--- src/rtl/leaf_pkg.sv ---
// Shared defaults and width helpers for the leaf FIFO stage and its storage.
package leaf_pkg;

    localparam int DEFAULT_DATA_W = 8;
    localparam int DEFAULT_DEPTH  = 4;

    // Width of a read/write pointer (ptr_t) for a given entry count.
    function automatic int ptr_t_width(input int depth);
        return (depth > 1) ? $clog2(depth) : 1;
    endfunction

    // Width of the occupancy counter (cnt_t); one extra bit so that
    // "full" (count == depth) is representable.
    function automatic int cnt_t_width(input int depth);
        return $clog2(depth) + 1;
    endfunction

endpackage

--- src/rtl/leaf_fifo_mem.sv ---
// Storage array for the leaf FIFO stage: one synchronous write port and one
// asynchronous read port. Contents carry no reset.
module leaf_fifo_mem
    import leaf_pkg::*;
#(
    parameter int WIDTH  = DEFAULT_DATA_W,
    parameter int DEPTH  = DEFAULT_DEPTH,
    parameter int ADDR_W = ptr_t_width(DEFAULT_DEPTH)
) (
    input  logic              clk,
    input  logic              i_we,
    input  logic [ADDR_W-1:0] i_waddr,
    input  logic [WIDTH-1:0]  i_wdata,
    input  logic [ADDR_W-1:0] i_raddr,
    output logic [WIDTH-1:0]  o_rdata
);

    logic [WIDTH-1:0] r_mem [DEPTH];

    // Write the addressed entry on an accepted push.
    // NOTE: storage is deliberately left out of reset; the pointers alone
    // define which entries are valid, so clearing the array buys nothing.
    always_ff @(posedge clk) begin
        if (i_we) begin
            r_mem[i_waddr] <= i_wdata;
        end
    end

    assign o_rdata = r_mem[i_raddr];

endmodule

--- src/rtl/leaf_fifo_stage.sv ---
// Single-clock valid/ready FIFO stage with one cycle of latency.
// Optional feature: define LEAF_FIFO_PARITY_EN to store an XOR parity bit
// with each word and present it for the oldest entry on out_parity.
module leaf_fifo_stage
    import leaf_pkg::*;
#(
    parameter int DATA_W = DEFAULT_DATA_W,
    parameter int DEPTH  = DEFAULT_DEPTH
) (
    input  logic                            clk,
    input  logic                            rst,
    input  logic                            in_valid,
    output logic                            in_ready,
    input  logic [DATA_W-1:0]               in_data,
    output logic                            out_valid,
    input  logic                            out_ready,
    output logic [DATA_W-1:0]               out_data,
    output logic [cnt_t_width(DEPTH)-1:0]   count
`ifdef LEAF_FIFO_PARITY_EN
    ,
    output logic                            out_parity
`endif
);

    localparam int PTR_W = ptr_t_width(DEPTH);
    localparam int CNT_W = cnt_t_width(DEPTH);
`ifdef LEAF_FIFO_PARITY_EN
    localparam int MEM_W = DATA_W + 1;
`else
    localparam int MEM_W = DATA_W;
`endif

    typedef logic [PTR_W-1:0] ptr_t;
    typedef logic [CNT_W-1:0] cnt_t;

    localparam cnt_t FULL_COUNT = cnt_t'(DEPTH);

    ptr_t             r_rd_ptr;
    ptr_t             r_wr_ptr;
    cnt_t             r_count;

    logic             w_in_ready;
    logic             w_out_valid;
    logic             w_push;
    logic             w_pop;
    logic             w_mem_we;
    logic [MEM_W-1:0] w_wr_word;
    logic [MEM_W-1:0] w_rd_word;

    // Handshake flags come only from registered occupancy, so neither ready
    // nor valid depends combinationally on the opposite side.
    assign w_in_ready  = (r_count != FULL_COUNT);
    assign w_out_valid = (r_count != '0);
    assign w_push      = in_valid  & w_in_ready;
    assign w_pop       = w_out_valid & out_ready;

    // A push coinciding with reset is discarded, so the array is not written.
    assign w_mem_we    = w_push & ~rst;

`ifdef LEAF_FIFO_PARITY_EN
    assign w_wr_word   = {^in_data, in_data};
`else
    assign w_wr_word   = in_data;
`endif

    leaf_fifo_mem #(
        .WIDTH  (MEM_W),
        .DEPTH  (DEPTH),
        .ADDR_W (PTR_W)
    ) u_mem (
        .clk     (clk),
        .i_we    (w_mem_we),
        .i_waddr (r_wr_ptr),
        .i_wdata (w_wr_word),
        .i_raddr (r_rd_ptr),
        .o_rdata (w_rd_word)
    );

    // Advance pointers and occupancy on accepted push/pop; DEPTH is a power
    // of two, so natural pointer overflow gives the modulo-DEPTH wrap.
    // NOTE: state registers use non-blocking assignment so every register
    // samples the pre-edge values, independent of statement order.
    always_ff @(posedge clk) begin
        if (rst) begin
            r_rd_ptr <= '0;
            r_wr_ptr <= '0;
            r_count  <= '0;
        end else begin
            if (w_push) begin
                r_wr_ptr <= r_wr_ptr + ptr_t'(1);
            end
            if (w_pop) begin
                r_rd_ptr <= r_rd_ptr + ptr_t'(1);
            end
            case ({w_push, w_pop})
                2'b10:   r_count <= r_count + cnt_t'(1);
                2'b01:   r_count <= r_count - cnt_t'(1);
                default: r_count <= r_count;
            endcase
        end
    end

    assign in_ready   = w_in_ready;
    assign out_valid  = w_out_valid;
    assign out_data   = w_rd_word[DATA_W-1:0];
    assign count      = r_count;
`ifdef LEAF_FIFO_PARITY_EN
    assign out_parity = w_out_valid & w_rd_word[DATA_W];
`endif

endmodule
--- config.mk ---
export PLATFORM = sky130hd
export DESIGN_NAME = leaf_fifo_stage
export DESIGN_NICKNAME = d
export VERILOG_FILES = /design/src/rtl/leaf_pkg.sv /design/src/rtl/leaf_fifo_mem.sv /design/src/rtl/leaf_fifo_stage.sv
export SDC_FILE = /design/constraint.sdc
export NUM_CORES = 1
export LEC_CHECK = 0
export CAP_MARGIN = 20
export CORE_ASPECT_RATIO = 0.6
export CORE_MARGIN = 2
export CORE_UTILIZATION = 35
export CTS_BUF_LIST = sky130_fd_sc_hd__clkbuf_2 sky130_fd_sc_hd__clkbuf_4 sky130_fd_sc_hd__clkbuf_8
export DETAILED_ROUTE_END_ITERATION = 6
export PLACE_DENSITY = 0.57
export RECOVER_POWER = 50
export SLEW_MARGIN = 30
export SYNTH_ARGS = -nofsm -noshare
export SYNTH_HDL_FRONTEND = slang
export SYNTH_HIERARCHICAL = 1
export SYNTH_SLANG_ARGS = --single-unit
--- constraint.sdc ---
create_clock -name clk -period 2.3 [get_ports clk]
set_input_delay 0.46 -clock clk [delete_from_list [all_inputs] [get_ports clk]]
set_output_delay 0.46 -clock clk [all_outputs]
set_load 0.01 [all_outputs]
# ---- After elaboration in Yosys (flattened, before gate mapping)
# Memories as Yosys holds them, arrays and structs flattened. A register that Yosys moved wholly into a read port is not among the register bits.
# Index checks and enable logic that the tools add are counted.
dict set report op_classes {
  add_sub_neg 4
  eq_ne 3
  n_mux 5
  bitwise 4
  n_reduce_logical 2
}
# operator n
set ops {}
lappend ops {{3-bit one-hot mux with 2 select lines} 1}
lappend ops {{2-bit by 1-bit adder with 2-bit output (second input constant)} 2}
lappend ops {{2-bit 2-to-1 mux} 2}
lappend ops {{3-bit by 1-bit adder with 3-bit output (second input constant)} 1}
lappend ops {{1-bit AND} 3}
lappend ops {{3-bit inequality test (second input constant)} 1}
lappend ops {{3-bit nonzero test} 1}
lappend ops {{3-bit by 1-bit subtractor with 3-bit output (second input constant)} 1}
lappend ops {{2-bit by 1-bit equality test with 1-bit output (second input constant)} 1}
lappend ops {{2-bit equality test (second input constant)} 1}
lappend ops {{1-bit 2-to-1 mux} 2}
lappend ops {{2-bit nonzero test} 1}
lappend ops {{1-bit NOT} 1}
dict set report word_totals {
  regBits 7
  mem_bits_rw 32
  input_bits 12
  out_inout_bits 13
  n_memories 1
}
# memory depth width read_ports rd_ports_with_merged_regs wr line_no
set mem_list {}
lappend mem_list {u_mem.r_mem 4 8 1 1 1 leaf_fifo_mem.sv:18} ;# logic [WIDTH-1:0] r_mem [DEPTH];

# ---- Logic depth before layout (Yosys ltp)
dict set report depth {
  ltp_word 5
  depth_mapped 8
  ltp_nobuf 8
}

# ---- Hierarchy
# The synthesis kept the hierarchy.
# module instances cells_per_inst area_per_inst_um2 seq_area_each_um2
set modules_own_cells {}
lappend modules_own_cells {leaf_fifo_mem 1 46 1188.6 960.9}
lappend modules_own_cells {leaf_fifo_stage 1 39 372.9 140.1}

# ---- Least setup slack after synthesis
# Ideal clock, no wire load.
dict set report synth_path {
  path_kind {register to register}
  startpoint {register r_count[2] (netlist: count[2])}
  endpoint {register r_count[2] (netlist: count[2])}
  t_arrival_ps 2208
  required_time_ps 2229
  path_slack_ps 21
  path_stages_with_launch 9
  path_buffers 0
  period_less_slack_ps 2279
  cell_sequence {dfxtp_1 or3b_4 nand2_4 ha_1 inv_1 fa_1 xor2_1 or3_2 a21oi_1}
}
dict set report synth_between {
  elab_chain_len 4
  elab_cells_between_ends 10
  cone_classes {add/sub: 2; eq/ne: 3; mux: 1; bitwise: 2; reduce/logical: 2}
}
# item line_no
set synth_lines {}
lappend synth_lines {{from (decl)} leaf_fifo_stage.sv:40} ;# cnt_t r_count;
lappend synth_lines {{from (signal assigned)} leaf_fifo_stage.sv:96} ;# 2'b10: r_count <= r_count + cnt_t'(1);
lappend synth_lines {{from (signal assigned)} leaf_fifo_stage.sv:97} ;# 2'b01: r_count <= r_count - cnt_t'(1);
lappend synth_lines {{from (signal assigned)} leaf_fifo_stage.sv:98} ;# default: r_count <= r_count;
lappend synth_lines {{3-bit inequality test (*)} leaf_fifo_stage.sv:52} ;# assign w_in_ready = (r_count != FULL_COUNT);
lappend synth_lines {{net in_ready} leaf_fifo_stage.sv:13} ;# output logic in_ready,
lappend synth_lines {{1-bit AND (*)} leaf_fifo_stage.sv:54} ;# assign w_push = in_valid & w_in_ready;
lappend synth_lines {{2-bit by 1-bit equality test with 1-bit output / 2-bit equality test (equally long branches)} leaf_fifo_stage.sv:95} ;# case ({w_push, w_pop})
lappend synth_lines {{3-bit one-hot mux with 2 select lines / 2-bit nonzero test (equally long branches)} -}
# The timed path passes the listed nets; every way through them passes the cells marked *.
# A chain may end at the register's enable or synchronous reset.

==> flow_summary_export.csv <==
group,metric,value,unit
logic_synthesis,synth_area_leaders,"edfxtp_1 (62%), mux4_2 (12%), dfxtp_1 (9.0%)",
logic_synthesis,yosys.cell_types.count,26,
power,seqPwrFrac,0.420,
timing,period_minus_slack,2240,ps
grt,grt_pass1_wl,4.49,mm
timing,setup_tns,0,ps
setup_path,cp-startpoint,"r_rd_ptr[0]$_SDFFE_PP0P_",
outcome,status,"complete, no violations",
logic_synthesis,synth_top_area_share,0.615,
timing,slew_violations,0,
placement,dp_hpwl,1.94,mm
power,power_density,993,nW/um2
hold_path,hp-class,"reg2reg",
layout,postLayoutCellArea,2060,um2
placement,io_buffers,24,
logic_synthesis,syn_nets,99,
timing,finClkSkew,3.55,ps
clocking,clk_latency,280,ps
power,swShare,0.272,
setup_path,criticalPathCategory,"reg2out",
grt,grt_pass1_vias,885,
floorplanning,rows,18,
logic_synthesis,synthCells,85,
clocking,clockBufferDepth,2,
clocking,cts_tree,"yes",
setup_path,worst-endpoint-required,1840,ps
power,p_leak,0.000745,uW
timing,tightest_slew,392,ps
routing,drcViolationCount,0,
layout,drive_gt1_frac,0.285,
layout,diodes,0,
floorplanning,initial_core_util,0.373,
grt,grt_usage,0.122,
layout,areaGrowthSynthToFinish,32.2,%
placement,dp_cells,182,
routing,wl_met3,123,um
routing,ant_nets,0,
setup_path,cp_max_fo,6,
routing,wl_met1,1.35,mm
logic_synthesis,yosys_warnings,6,
layout,final_util,0.493,
placement,gp_congestion,0.766,
grt,grt_max_degree,12,
routing,vias,867,
setup_path,cp.arrival,1780,ps
floorplanning,ios,25,
job,drv_cap,0,
routing,drt-pass1-iter-count,4,
logic_synthesis,ys_seq_area_frac,0.705,
timing,timing.final.crit_share,0.973,
layout,fillers,369,
clocking,cts.sinks,39,
floorplanning,die_x,90.2,um
layout,nets,143,
setup_path,start_kind,"flop",
grt,antenna_found_initial,0,
setup_path,reg2reg_from,"count[0]$_SDFFE_PP0P_",
timing,hold_violations,0,
routing,via_per_inst,4.56,
timing,fin_worst_hold_slack,583,ps
power,peakVddDrop,0.335,mV
timing,slew_headroom,0.736,
power,p_comb_frac,0.358,
routing,routed_wl,2.69,mm
logic_synthesis,post_synth.cell_area_avg,18.4,um2
clocking,cts-root-buf,"clkbuf_8",
timing,fmax,0.447,GHz
placement,placed_area,1980,um2
timing,rsz0062_at_grt,"no",
hold_path,worstHoldStart,"r_wr_ptr[1]$_SDFFE_PP0P_",
floorplanning,dieArea,5030,um2
routing,routedWlPerCell,14.2,um
setup_path,cp-end-kind,"primary output",
floorplanning,fp.coreArea,4190,um2
logic_synthesis,ys_ff_latch,39,
routing,wl_met2,1.19,mm
power,pwr-share-clk,0.222,
layout,fin_cells,190,
power,p_sw,557,uW
power,intPower,1490,uW
logic_synthesis,yosysTopAreaCell,"edfxtp_1",
clocking,ctsHoldBuffers,0,
clocking,cts_buffers,5,
routing,top_layer_used,"met4",
routing,drtIter0Drc,35,
clocking,clk_pin_slew,70,ps
clocking,h-tree-depth,2,
timing,setup_viol,0,
logic_synthesis,synth_area,1560,um2
floorplanning,die_height,55.7,um
grt,grt-ovfl-total,0,
## cell usage after synthesis
cell type,instances
clkbuf_2,1
fa_1,1
nor2_1,8
o311ai_0,1
mux4_2,8
mux2_4,1
mux2_1,1
buf_6,1
inv_1,3
edfxtp_1,32
nand2_4,1
dfxtp_1,7
or3_2,2
xnor2_1,1
ha_1,1
or3b_4,1
o21ai_0,1
and3_1,1
nor3b_1,1
nor2b_1,2
and3b_1,2
xor2_1,3
clkbuf_1,1
nand3_2,1
o31a_2,1
a21oi_1,2
## power groups by stage
| stage | clock [uW] | sequential (uW) | combinational [uW] |
|---|---|---|---|
| after detailed placement | 0 | 875 | 765 |
| final | 454 | 861 | 734 |
| after global routing | 506 | 868 | 803 |
| after global placement | 0 | 874 | 751 |
| after floorplan | 0 | 904 | 384 |
| after CTS | 475 | 861 | 766 |
## kinds of logic (layout without fill, tap and decap cells)
| family | after synthesis | after routing | share of synthesized area |
|---|---|---|---|
| and+or+nand+nor | 19 | 19 | 0.0777 |
| AOI/OAI and AO/OA | 5 | 5 | 0.0216 |
| xor gates and xnor gates | 4 | 4 | 0.0224 |
| adders and majority gates | 2 | 2 | 0.0208 |
| buffers and inverters | 6 | 51 | 0.0200 |
| DFF | 39 | 39 | 0.705 |
| muxes | 10 | 10 | 0.132 |
## area by class of cell
class	instances	area [um2]	area share
timing repair buffer	40	357	0.173
clock buffer	7	83.8	0.0406
multi-input combinational	40	432	0.209
inverter	3	11.3	0.00545
sequential	39	1100	0.533
tap	60	75.1	0.0364
clock inverter	1	5.00	0.00242
## routing by layer
layer | GRT usage | up-vias
li1 | - | 418
met1 | 0.172 | 423
met2 | 0.168 | 21
met3 | 0.0434 | 5
met4 | 0.0593 | 0
met5 | 0 | -
## cell usage in the layout, fill, tap and decap left out, drive strengths merged, types with 3 or more instances in the layout
cell and count:
edfxtp 32, clkdlybuf4s50 12, buf 12, clkbuf 11, dlygate4sd3 9, nor2 8
mux4 8, dfxtp 7, inv 3, xor2 3, dlymetal6s2s 3
## worst paths after layout
check | to | cells after the start | slack (ps)
min reg2reg | r_wr_ptr[1]$_SDFFE_PP0P_ | 2 | 580
min | r_wr_ptr[1]$_SDFFE_PP0P_ | 2 | 580
max | out_data[6] | 3 | 60
max reg2reg | count[2]$_SDFFE_PP0P_ | 8 | 130
## flip-flops by register name, summed over array words and instances, names as in the netlist
| signal | count |
|---|---|
| u_mem/r_mem | 32 |
| count | 3 |
| r_rd_ptr | 2 |
| r_wr_ptr | 2 |
## worst max-delay path, stage by stage, from the launching register on
cell and delay (ps):
dfxtp_1 330, buf_4 180, mux4_2 500, clkdlybuf4s50_1 480
## what timing repair did
action | in CTS | in global routing
setup buffers | 0 | 0
resized for setup | 0 | 4
setup endpoints to repair | 0 | 4
endpoints found under the hold margin | 0 | 0
## metrics by stage
stage               power [uW]  setup WS (ps)
finish                    2050           61.7
global route              2180           1.11
CTS                       2100           3.64
detailed placement        1640           -176
global placement          1620           -120
floorplan                 1290           20.9
No activity file was read; power rests on OpenSTA's default activity.
